**src/rtl/arb_pkg.sv**
```systemverilog
// Shared types and constants for the data-memory arbiter: FSM states, owner id,
// funct3 access-mode encodings and the latched access record.
package arb_pkg;

    typedef enum logic [1:0] {
        IDLE = 2'd0,
        WAIT = 2'd1,
        RESP = 2'd2
    } arb_state_e;

    typedef logic owner_t;

    localparam owner_t OWNER_M0 = 1'b0;
    localparam owner_t OWNER_M1 = 1'b1;

    localparam logic [2:0] MODE_LB  = 3'b000;
    localparam logic [2:0] MODE_LH  = 3'b001;
    localparam logic [2:0] MODE_LW  = 3'b010;
    localparam logic [2:0] MODE_LBU = 3'b100;
    localparam logic [2:0] MODE_LHU = 3'b101;
    localparam logic [2:0] MODE_SB  = 3'b000;
    localparam logic [2:0] MODE_SH  = 3'b001;
    localparam logic [2:0] MODE_SW  = 3'b010;

    typedef struct packed {
        logic        we;
        logic [2:0]  mode;
        logic [31:0] addr;
        logic [31:0] wdata;
    } acc_t;

    function automatic acc_t make_acc(input logic we, input logic [2:0] mode,
                                      input logic [31:0] addr, input logic [31:0] wdata);
        acc_t a;
        a.we    = we;
        a.mode  = mode;
        a.addr  = addr;
        a.wdata = wdata;
        return a;
    endfunction

endpackage

```
**src/rtl/rr_pick2.sv**
```systemverilog
// Combinational two-way round-robin selector: a lone requester wins, and on a
// tie the master that was not served last wins.
module rr_pick2
    import arb_pkg::*;
(
    input  logic [1:0] req_i,
    input  owner_t     last_i,
    output owner_t     grant_o,
    output logic       valid_o
);

    always_comb begin
        valid_o = |req_i;
        grant_o = OWNER_M0;
        unique case (req_i)
            2'b10:   grant_o = OWNER_M1;
            2'b11:   grant_o = ~last_i;
            default: grant_o = OWNER_M0;
        endcase
    end

endmodule

```
**src/rtl/dmem_arbiter.sv**
```systemverilog
// Two-master data-memory arbiter: grants one access at a time to a single slave,
// waits for the slave ack (or a timeout) and returns a one-cycle ack to the owner.
module dmem_arbiter
    import arb_pkg::*;
#(
    parameter int unsigned TIMEOUT = 15
) (
    input  logic        clk,
    input  logic        reset,

    input  logic        m0_req,
    input  logic        m0_we,
    input  logic [2:0]  m0_mode,
    input  logic [31:0] m0_addr,
    input  logic [31:0] m0_wdata,
    output logic        m0_ack,
    output logic        m0_err,
    output logic [31:0] m0_rdata,

    input  logic        m1_req,
    input  logic        m1_we,
    input  logic [2:0]  m1_mode,
    input  logic [31:0] m1_addr,
    input  logic [31:0] m1_wdata,
    output logic        m1_ack,
    output logic        m1_err,
    output logic [31:0] m1_rdata,

    output logic        s_req,
    output logic        s_we,
    output logic [2:0]  s_mode,
    output logic [31:0] s_addr,
    output logic [31:0] s_wdata,
    input  logic        s_ack,
    input  logic [31:0] s_rdata
);

    // Counter holds the number of ack-less WAIT cycles already spent; the
    // TIMEOUT-th such cycle is the last one s_req stays high.
    localparam logic [7:0] CNT_LAST = 8'(TIMEOUT - 1);

    arb_state_e  state_q, state_d;
    owner_t      owner_q, owner_d;
    owner_t      last_q, last_d;
    logic [7:0]  cnt_q, cnt_d;
    acc_t        acc_q, acc_d;
    logic [31:0] rdata_q, rdata_d;
    logic        err_q, err_d;

    owner_t      pick_id;
    logic        pick_valid;

    rr_pick2 u_pick (
        .req_i   ({m1_req, m0_req}),
        .last_i  (last_q),
        .grant_o (pick_id),
        .valid_o (pick_valid)
    );

    always_ff @(posedge clk) begin
        if (reset) begin
            state_q <= IDLE;
            owner_q <= OWNER_M0;
            last_q  <= OWNER_M1;
            cnt_q   <= '0;
            acc_q   <= '0;
            rdata_q <= '0;
            err_q   <= 1'b0;
        end else begin
            state_q <= state_d;
            owner_q <= owner_d;
            last_q  <= last_d;
            cnt_q   <= cnt_d;
            acc_q   <= acc_d;
            rdata_q <= rdata_d;
            err_q   <= err_d;
        end
    end

    always_comb begin
        state_d = state_q;
        owner_d = owner_q;
        last_d  = last_q;
        cnt_d   = cnt_q;
        acc_d   = acc_q;
        rdata_d = rdata_q;
        err_d   = err_q;
        unique case (state_q)
            IDLE: begin
                if (pick_valid) begin
                    owner_d = pick_id;
                    last_d  = pick_id;
                    cnt_d   = '0;
                    acc_d   = (pick_id == OWNER_M1)
                            ? make_acc(m1_we, m1_mode, m1_addr, m1_wdata)
                            : make_acc(m0_we, m0_mode, m0_addr, m0_wdata);
                    state_d = WAIT;
                end
            end
            WAIT: begin
                // A late ack on the final cycle still wins over the timeout.
                if (s_ack) begin
                    rdata_d = s_rdata;
                    err_d   = 1'b0;
                    state_d = RESP;
                end else if (cnt_q == CNT_LAST) begin
                    rdata_d = '0;
                    err_d   = 1'b1;
                    state_d = RESP;
                end else begin
                    cnt_d = cnt_q + 8'd1;
                end
            end
            RESP: begin
                state_d = IDLE;
            end
            default: begin
                state_d = IDLE;
            end
        endcase
    end

    logic resp_m0, resp_m1;

    assign resp_m0  = (state_q == RESP) && (owner_q == OWNER_M0);
    assign resp_m1  = (state_q == RESP) && (owner_q == OWNER_M1);

    assign m0_ack   = resp_m0;
    assign m0_err   = resp_m0 & err_q;
    assign m0_rdata = resp_m0 ? rdata_q : '0;
    assign m1_ack   = resp_m1;
    assign m1_err   = resp_m1 & err_q;
    assign m1_rdata = resp_m1 ? rdata_q : '0;

    assign s_req    = (state_q == WAIT);
    assign s_we     = s_req & acc_q.we;
    assign s_mode   = s_req ? acc_q.mode  : '0;
    assign s_addr   = s_req ? acc_q.addr  : '0;
    assign s_wdata  = s_req ? acc_q.wdata : '0;

endmodule

```
**config.mk**
```make
export PLATFORM = sky130hd
export DESIGN_NAME = dmem_arbiter
export DESIGN_NICKNAME = d
export VERILOG_FILES = /design/src/rtl/arb_pkg.sv /design/src/rtl/rr_pick2.sv /design/src/rtl/dmem_arbiter.sv
export SDC_FILE = /design/constraint.sdc
export NUM_CORES = 1
export LEC_CHECK = 0
export CORE_AREA = 2 2 119 121
export CTS_CLUSTER_SIZE = 28
export DETAILED_ROUTE_END_ITERATION = 10
export DIE_AREA = 0 0 121 123
export PLACE_DENSITY = 0.85
export REMOVE_ABC_BUFFERS = 1
export SLEW_MARGIN = 40
export SYNTH_ARGS = -nofsm -noshare
export SYNTH_HDL_FRONTEND = slang
export SYNTH_SLANG_ARGS = --single-unit
```
**constraint.sdc**
```tcl
create_clock -name clk -period 4.95 [get_ports clk]
set_clock_uncertainty 0.15 [all_clocks]
set_input_delay 0.7425 -clock clk [delete_from_list [all_inputs] [get_ports clk]]
set_output_delay 0.7425 -clock clk [all_outputs]
set_load 0.02 [all_outputs]
```
---- After elaboration in Yosys (flattened, before gate mapping) ----
Cells that the tools add are included.
storage, ports and cells
  register bits after elaboration ......... 113
  bits of input ports ..................... 173
  output and inout bits ................... 137
  word-level logic and storage cells ...... 54
operators by class
  add/sub/neg operators ................... 1
  equality and inequality tests ........... 9
  mux-type cells .......................... 19
  bitwise gates (word level) .............. 5
  reduce and logical (&&, ||, !) cells .... 10
operator list
  kind                                            number
  two-way mux 32 bit                              6
  two-way mux 68 bit                              1
  two-way mux 8 bit                               3
  case mux 8 bit (2 select lines)                 1
  adder 8 x 1 -> 8 bit (second input constant)    1
  == test 8 x 4 -> 1 bit (second input constant)  1
  == test 2 bit (second input constant)           3
  two-way mux 2 bit                               3
  != test 2 bit (second input constant)           3
  AND reduction 2 bit                             3
  case mux 2 bit (2 select lines)                 1
  AND reduction 4 bit                             1
  nonzero test 2 bit                              2
  bitwise AND 1 bit                               3
  two-way mux 3 bit                               1
  != test 3 x 1 -> 1 bit (second input constant)  1
  == test 2 x 1 -> 1 bit (second input constant)  1
  logical AND 1 bit                               2
  logical NOT 2 bit                               1
  two-way mux 1 bit                               2
  NOT 1 bit                                       2
  case mux 1 bit (2 select lines)                 1
  OR reduction 2 bit                              1

---- Logic depth before layout (Yosys ltp) ----
Gate-level depths: netlist of the first run.
  depth in word-level cells ............... 4
  mapped depth ............................ 7

---- Hierarchy ----
Synthesis of the first run repeated with hierarchy kept, for this count alone.
second synthesis, totals
  cell total of the unflattened synthesis .. 606
  area total of the unflattened synthesis .. 5,546.6 um^2
by module, submodules not included
  module        instances  cells an instance  area each (um^2)  sequential area each (um^2)
  dmem_arbiter  1          604                5,532.8           2,262.2
  rr_pick2      1          2                  13.8              0.0

---- Worst setup path before layout of the first run ----
No wires, ideal clock.
  kind .................................... register -> output
  start point ............................. register state_q[1]
  end point ............................... output m0_rdata[22]
  arrival time ............................ 1.432 ns
  setup slack ............................. 2.626 ns
  stages on the path, launching flop included .. 4
  path buffers ............................ 1
  cell sequence ........................... dfxtp_1 -> nor3b_1 -> clkbuf_1 -> and2_1
on the way
  word-level cells in the longest chain between the ends .. 3
RTL lines
  item                      line                 source
  start: declaration        dmem_arbiter.sv:42   arb_state_e state_q, state_d;
  start signal: assignment  dmem_arbiter.sv:70   state_q <= state_d;
  == test 2 bit             dmem_arbiter.sv:125  assign resp_m0 = (state_q == RESP) && (owner_q == OWNER_M0);
  logical AND 1 bit         dmem_arbiter.sv:125
  via m0_ack                dmem_arbiter.sv:16   output logic m0_ack,
  two-way mux 32 bit        dmem_arbiter.sv:130  assign m0_rdata = resp_m0 ? rdata_q : '0;
  end: declaration          dmem_arbiter.sv:18   output logic [31:0] m0_rdata,
The timed path passes the listed nets, and every way through them passes these cells.

---- Worst setup path in the final report of the first run ----
  start point ............................. register state_q[1]
  end point ............................... output s_addr[25]
on the way
  word-level cells in the longest chain between the ends .. 2
RTL lines
  item                    line                 source
  == test 2 x 1 -> 1 bit  dmem_arbiter.sv:135  assign s_req = (state_q == WAIT);
  two-way mux 32 bit      dmem_arbiter.sv:138  assign s_addr = s_req ? acc_q.addr : '0;
  end: declaration        dmem_arbiter.sv:32   output logic [31:0] s_addr,
No other way between the ends.

==> results of run 1 <==
[cells by family after synthesis]
| family | Yosys count | share of synthesized area |
|---|---|---|
| AO/OA/AOI/OAI | 123 | 0.174 |
| adder cells (fa/ha/maj) | 2 | 0.00448 |
| buffers and inverters | 54 | 0.0511 |
| flip-flops | 113 | 0.405 |
| multiplexers | 68 | 0.122 |
| AND/OR/NAND/NOR | 245 | 0.244 |
[where the power goes]
part | switching, mW | internal [mW]
clock network | 0.423 | 0.824
registers | 0.0405 | 0.993
logic | 0.259 | 0.294
[state kept, by name (all words and copies together), names as in the netlist]
register  count
last_q        1
acc_q        68
owner_q       1
state_q       2
cnt_q         8
err_q         1
rdata_q      32
[path summary, 6_finish.rpt]
kind | end | startpoint | depth (start not counted)
worst max-delay path | s_addr[25] | state_q[1] | 4
worst max register to register | acc_q[25] | state_q[1] | 6
worst min register to register | rdata_q[10] | rdata_q[10] | 1
worst min-delay path | rdata_q[10] | rdata_q[10] | 1
[worst reg2reg max path, cell delays in order (launching register included)]
cell and delay [ps]:
dfxtp_1 350, nor2_1 330, o21a_4 400, buf_12 290, buf_4 360, nor2_1 90, a211oi_1 220
[cells in the mapped netlist, drive strengths merged]
cell type / instances
or4: 2
nor3: 1
inv: 2
o21bai: 1
nand3b: 3
a31oi: 5
a21boi: 1
a22o: 32
buf: 27
o211ai: 2
nor3b: 2
dfxtp: 113
nand3: 11
or4b: 1
nand2: 4
a22oi: 1
or2: 2
mux2i: 68
nor4b: 1
o21a: 1
nand2b: 3
and3b: 1
o21ai: 3
a311o: 1
and2: 135
ha: 2
nor4: 2
clkbuf: 25
and3: 3
nor2: 73
nor2b: 1
a211oi: 69
a21oi: 7
[stage by stage]
stage               worst slack (ps)  hold slack [ps]
floorplan                      -1380              298
global placement                1830              312
detailed placement              1710              313
CTS                             1700              333
global route                    1640              350
finish                          1750              330
[area by class of cell]
| type | instances | area (sq um) |
|---|---|---|
| well taps | 180 | 225 |
| clock inverters | 11 | 135 |
| clock buffers | 21 | 470 |
| multi-input cells | 438 | 3060 |
| repair buffers | 317 | 3190 |
| fillers | 1103 | 4260 |
| inverters | 2 | 12.5 |
| flip-flops and latches | 113 | 2260 |
[metal layers]
layer | wire [um] | vias to the layer above | GRT usage
li1 | - | 2705 | -
met5 | 0 | - | 0
met2 | 9170 | 270 | 0.416
met1 | 6690 | 2472 | 0.261
met3 | 1700 | 34 | 0.0867
met4 | 476 | 0 | 0.0945
==> flow_metrics.tcl, run 1 <==
set metrics [dict create \
    worst-setup-path-type "flip-flop to primary output" \
    die_area_sq_um 14900 \
    required_ps 4060 \
    final-hold-violation-count 0 \
    area_growth_pct 67.5 \
    die-width_um 121 \
    crit_fanout 80 \
    yosys.area.top_type "dfxtp_1" \
    max_stage_delay_ps 640 \
    yosysSeqAreaShare 0.405 \
    drive_above_1_share 0.0621 \
    rrSetupSlack_ps 2680 \
    hold_path_class "flip-flop to flip-flop" \
    n_antenna_cell 0 \
    cts_root_buf "clkbuf_16" \
    slew_headroom 0.507 \
    cpLargestDelayFamily "buffers and inverters" \
    clkSlewWorstSetupHoldPaths_ps 50 \
    status "completed" \
    via_per_inst 5.07 \
    synthCells 605 \
    layout_common_cells "clkdlybuf4s50_1, and2_1, dfxtp_1" \
    finalWirelength_um 18000 \
    final_net_count 1064 \
    worst-path-buf-inv 2 \
    vias 5481 \
    instances_no_fill 1082 \
    ys_ff_latch 113 \
    grt_pass1_wl_um 27000 \
    rsz0062_at_grt "false" \
    drc 0 \
    cts_setup_buffers 0 \
    avgSynthCellArea_sq_um 9.23 \
    setup-tns-final_ps 0 \
    post_cts_resized 0 \
    track_usage 0.238 \
    dp_hpwl_um 12700 \
    synth.area.top_cells "dfxtp_1, and2_1, mux2i_1, a211oi_1, nor2_1" \
    netlist_area_sq_um 5590 \
    fp.dieH_um 123 \
    crit_chain "nand2b_2 > inv_6 > and2_1 > clkdlybuf4s50_1" \
    worst_path_max_delay_cell "clkdlybuf4s50_1" \
    design.core.area_sq_um 13600 \
    htreeDepth 4 \
    final_util 0.687 \
    maxCapViolCount 0 \
    cts_sinks 113 \
    hold_buffers 0 \
    cts_max_path_buffers 2 \
    dp_cells 1047 \
    power_per_cell_area_nw_per_um2 303 \
    worstSetupEndpointType "primary output" \
    grt_overflow 0 \
    p_leak_nw 3.56 \
    finalMaxSlewViolations 0 \
    total_power_mw 2.83 \
    ant_nets 0 \
    final_cell_area_sq_um 9360 \
    cts_tree "done" \
    synth.distinct_cells 44 \
    place_area_sq_um 8700 \
    post_drt_wl_per_cell_um 16.7 \
    dr.pass1.iters 4 \
    yosys_warnings 0 \
    portBuffers 309 \
    ir_drop_uv 209 \
    finalCriticalPeriod_ps 3200 \
    clkLatencyLatePin_ps 410 \
    tightest_slew_ps 740 \
    ioPinCount 310 \
    place.gp.congestion 0.799 \
    synth.top_cell.area_share 0.405 \
    grt_pass1_vias 5105 \
    rows 43 \
    cp_data_arrival_time_ps 2300 \
    drt-initial-drc-count 243 \
    start_util 0.410 \
    fin_crit_sh 0.646 \
    setup_viol 0 \
    cts-buffers-inserted 17 \
    fmax_mhz 313 \
    grt_max_degree 86 \
    antenna_found_initial 0 \
    layout_commonest_cell "clkdlybuf4s50_1" \
    crit_path_start_kind "flip-flop" \
]
Note: power is estimated with default switching activity, not from simulation.
==> run 2: changes to the inputs <==
Settings changed: CORE_AREA 2 2 119 121 to not set, CORE_UTILIZATION set to 39, DIE_AREA 0 0 121 123 to not set, PLACE_DENSITY 0.85 to 0.81.
Clock period 4.95 ns to 3.18 ns, I/O delays scaled along.
==> run 2 against run 1 <==
Against the previous run:
- flip-flop and latch count stayed put
- critical path depth is the same
- total power grew 53%
- final area increased by 0.40%
- worst setup slack worse by 1400 ps
- wire length down 5.4%
- register-to-register slack got worse by 1700 ps
==> flow_metrics.tcl, run 2 (synthesis gave the netlist of run 1 again) <==
set metrics [dict create \
    worst-setup-path-type "flip-flop to primary output" \
    final-hold-violation-count 0 \
    clkLatencyLatePin_ps 410 \
    reg_top3 "acc_q (68), rdata_q (32), cnt_q (8)" \
    hold-worst-slack_ps 329 \
    cts_max_path_buffers 2 \
    fin_crit_sh 0.894 \
    startpoint "state_q[1]" \
    antenna_found_initial 0 \
    clkSlewWorstSetupHoldPaths_ps 50 \
    htreeDepth 4 \
    area_growth_pct 68.2 \
    dp_cells 1055 \
    hold_buffers 0 \
    n_antenna_cell 0 \
    rrSetupSlack_ps 1030 \
    drive_above_1_share 0.0618 \
    die_area_sq_um 14800 \
    final_cell_area_sq_um 9390 \
    drt-initial-drc-count 234 \
    dp_hpwl_um 12600 \
    layout_commonest_cell "clkdlybuf4s50_1" \
    ant_nets 0 \
    start_util 0.401 \
    crit_end "s_wdata[26]" \
    cts_sinks 113 \
    place_area_sq_um 8810 \
    maxCapViolCount 0 \
    setup-tns-final_ps 0 \
    ff2ff_path_depth 7 \
    regMostFlops "acc_q" \
    grt_overflow 0 \
    grt_max_degree 81 \
    pre_cts_ws_ps 679 \
    fin_ws_ps 336 \
    cts-buffers-inserted 17 \
    track_usage 0.232 \
    rsz0062_at_grt "false" \
    drc 0 \
    grt_pass1_vias 5140 \
    post_cts_resized 0 \
    status "completed" \
    total_power_mw 4.35 \
    ir_drop_uv 331 \
    regToRegStartpoint "cnt_q[0]" \
    required_ps 2550 \
    finalCriticalPeriod_ps 2840 \
    fp.dieH_um 122 \
    power_per_cell_area_nw_per_um2 463 \
    cts_root_buf "clkbuf_16" \
    p_leak_nw 3.59 \
    finalWirelength_um 17100 \
    ioPinCount 310 \
    place.gp.congestion 0.821 \
    via_per_inst 4.93 \
    rows 43 \
    grt_pass1_wl_um 25900 \
    r2r_end "rdata_q[0]" \
    design.core.area_sq_um 13900 \
    layout_common_cells "clkdlybuf4s50_1, and2_1, dfxtp_1" \
    vias 5355 \
    die-width_um 122 \
    cts_setup_buffers 0 \
    cts_tree "done" \
    portBuffers 309 \
    instances_no_fill 1086 \
    finalMaxSlewViolations 0 \
    largest_reg_flops 68 \
    dr.pass1.iters 5 \
    final_util 0.674 \
    final_net_count 1069 \
    slew_headroom 0.523 \
    hold_path_class "flip-flop to flip-flop" \
    fmax_mhz 352 \
    setup_viol 0 \
    worstSetupEndpointType "primary output" \
    cp_data_arrival_time_ps 2220 \
    crit_path_start_kind "flip-flop" \
    crit_fanout 80 \
    tightest_slew_ps 711 \
    post_drt_wl_per_cell_um 15.7 \
]
-- run 2: critical path, cell delays in order, from the launching register on --
cell and delay [ps]:
dfxtp_1 340, nand2b_2 240, inv_6 380, and2_1 200
clkdlybuf4s50_1 640
-- run 2: layout make-up --
type / instances / area [sq um]
multi-input cells: 438 / 3060
clock inverters: 5 / 75.1
well taps: 180 / 225
fillers: 1177 / 4540
clock buffers: 26 / 509
inverters: 2 / 12.5
flip-flops and latches: 113 / 2260
repair buffers: 322 / 3250
-- run 2: layer usage --
layer  GRT usage  up-vias  part of all wire
met5           0        -                 0
met4       0.102        0             0.023
met3      0.0758       28             0.081
met2       0.424      221              0.52
met1       0.240     2391              0.38
li1            -     2715                 -
-- run 2: worst min-delay path by stage --
stage / from / end / slack (ps) / cells after the start
detailed placement: rdata_q[21] / rdata_q[21] / 310 / 1
finish: rdata_q[15] / rdata_q[15] / 330 / 1
floorplan: rdata_q[10] / rdata_q[10] / 300 / 1
CTS: rdata_q[15] / rdata_q[15] / 330 / 1
global placement: rdata_q[15] / rdata_q[15] / 310 / 1
global route: rdata_q[21] / rdata_q[21] / 350 / 1
-- run 2: report_power, final --
part / internal [mW] / switching, mW
clock: 1.25 / 0.617
combinational: 0.469 / 0.392
sequential: 1.55 / 0.0744
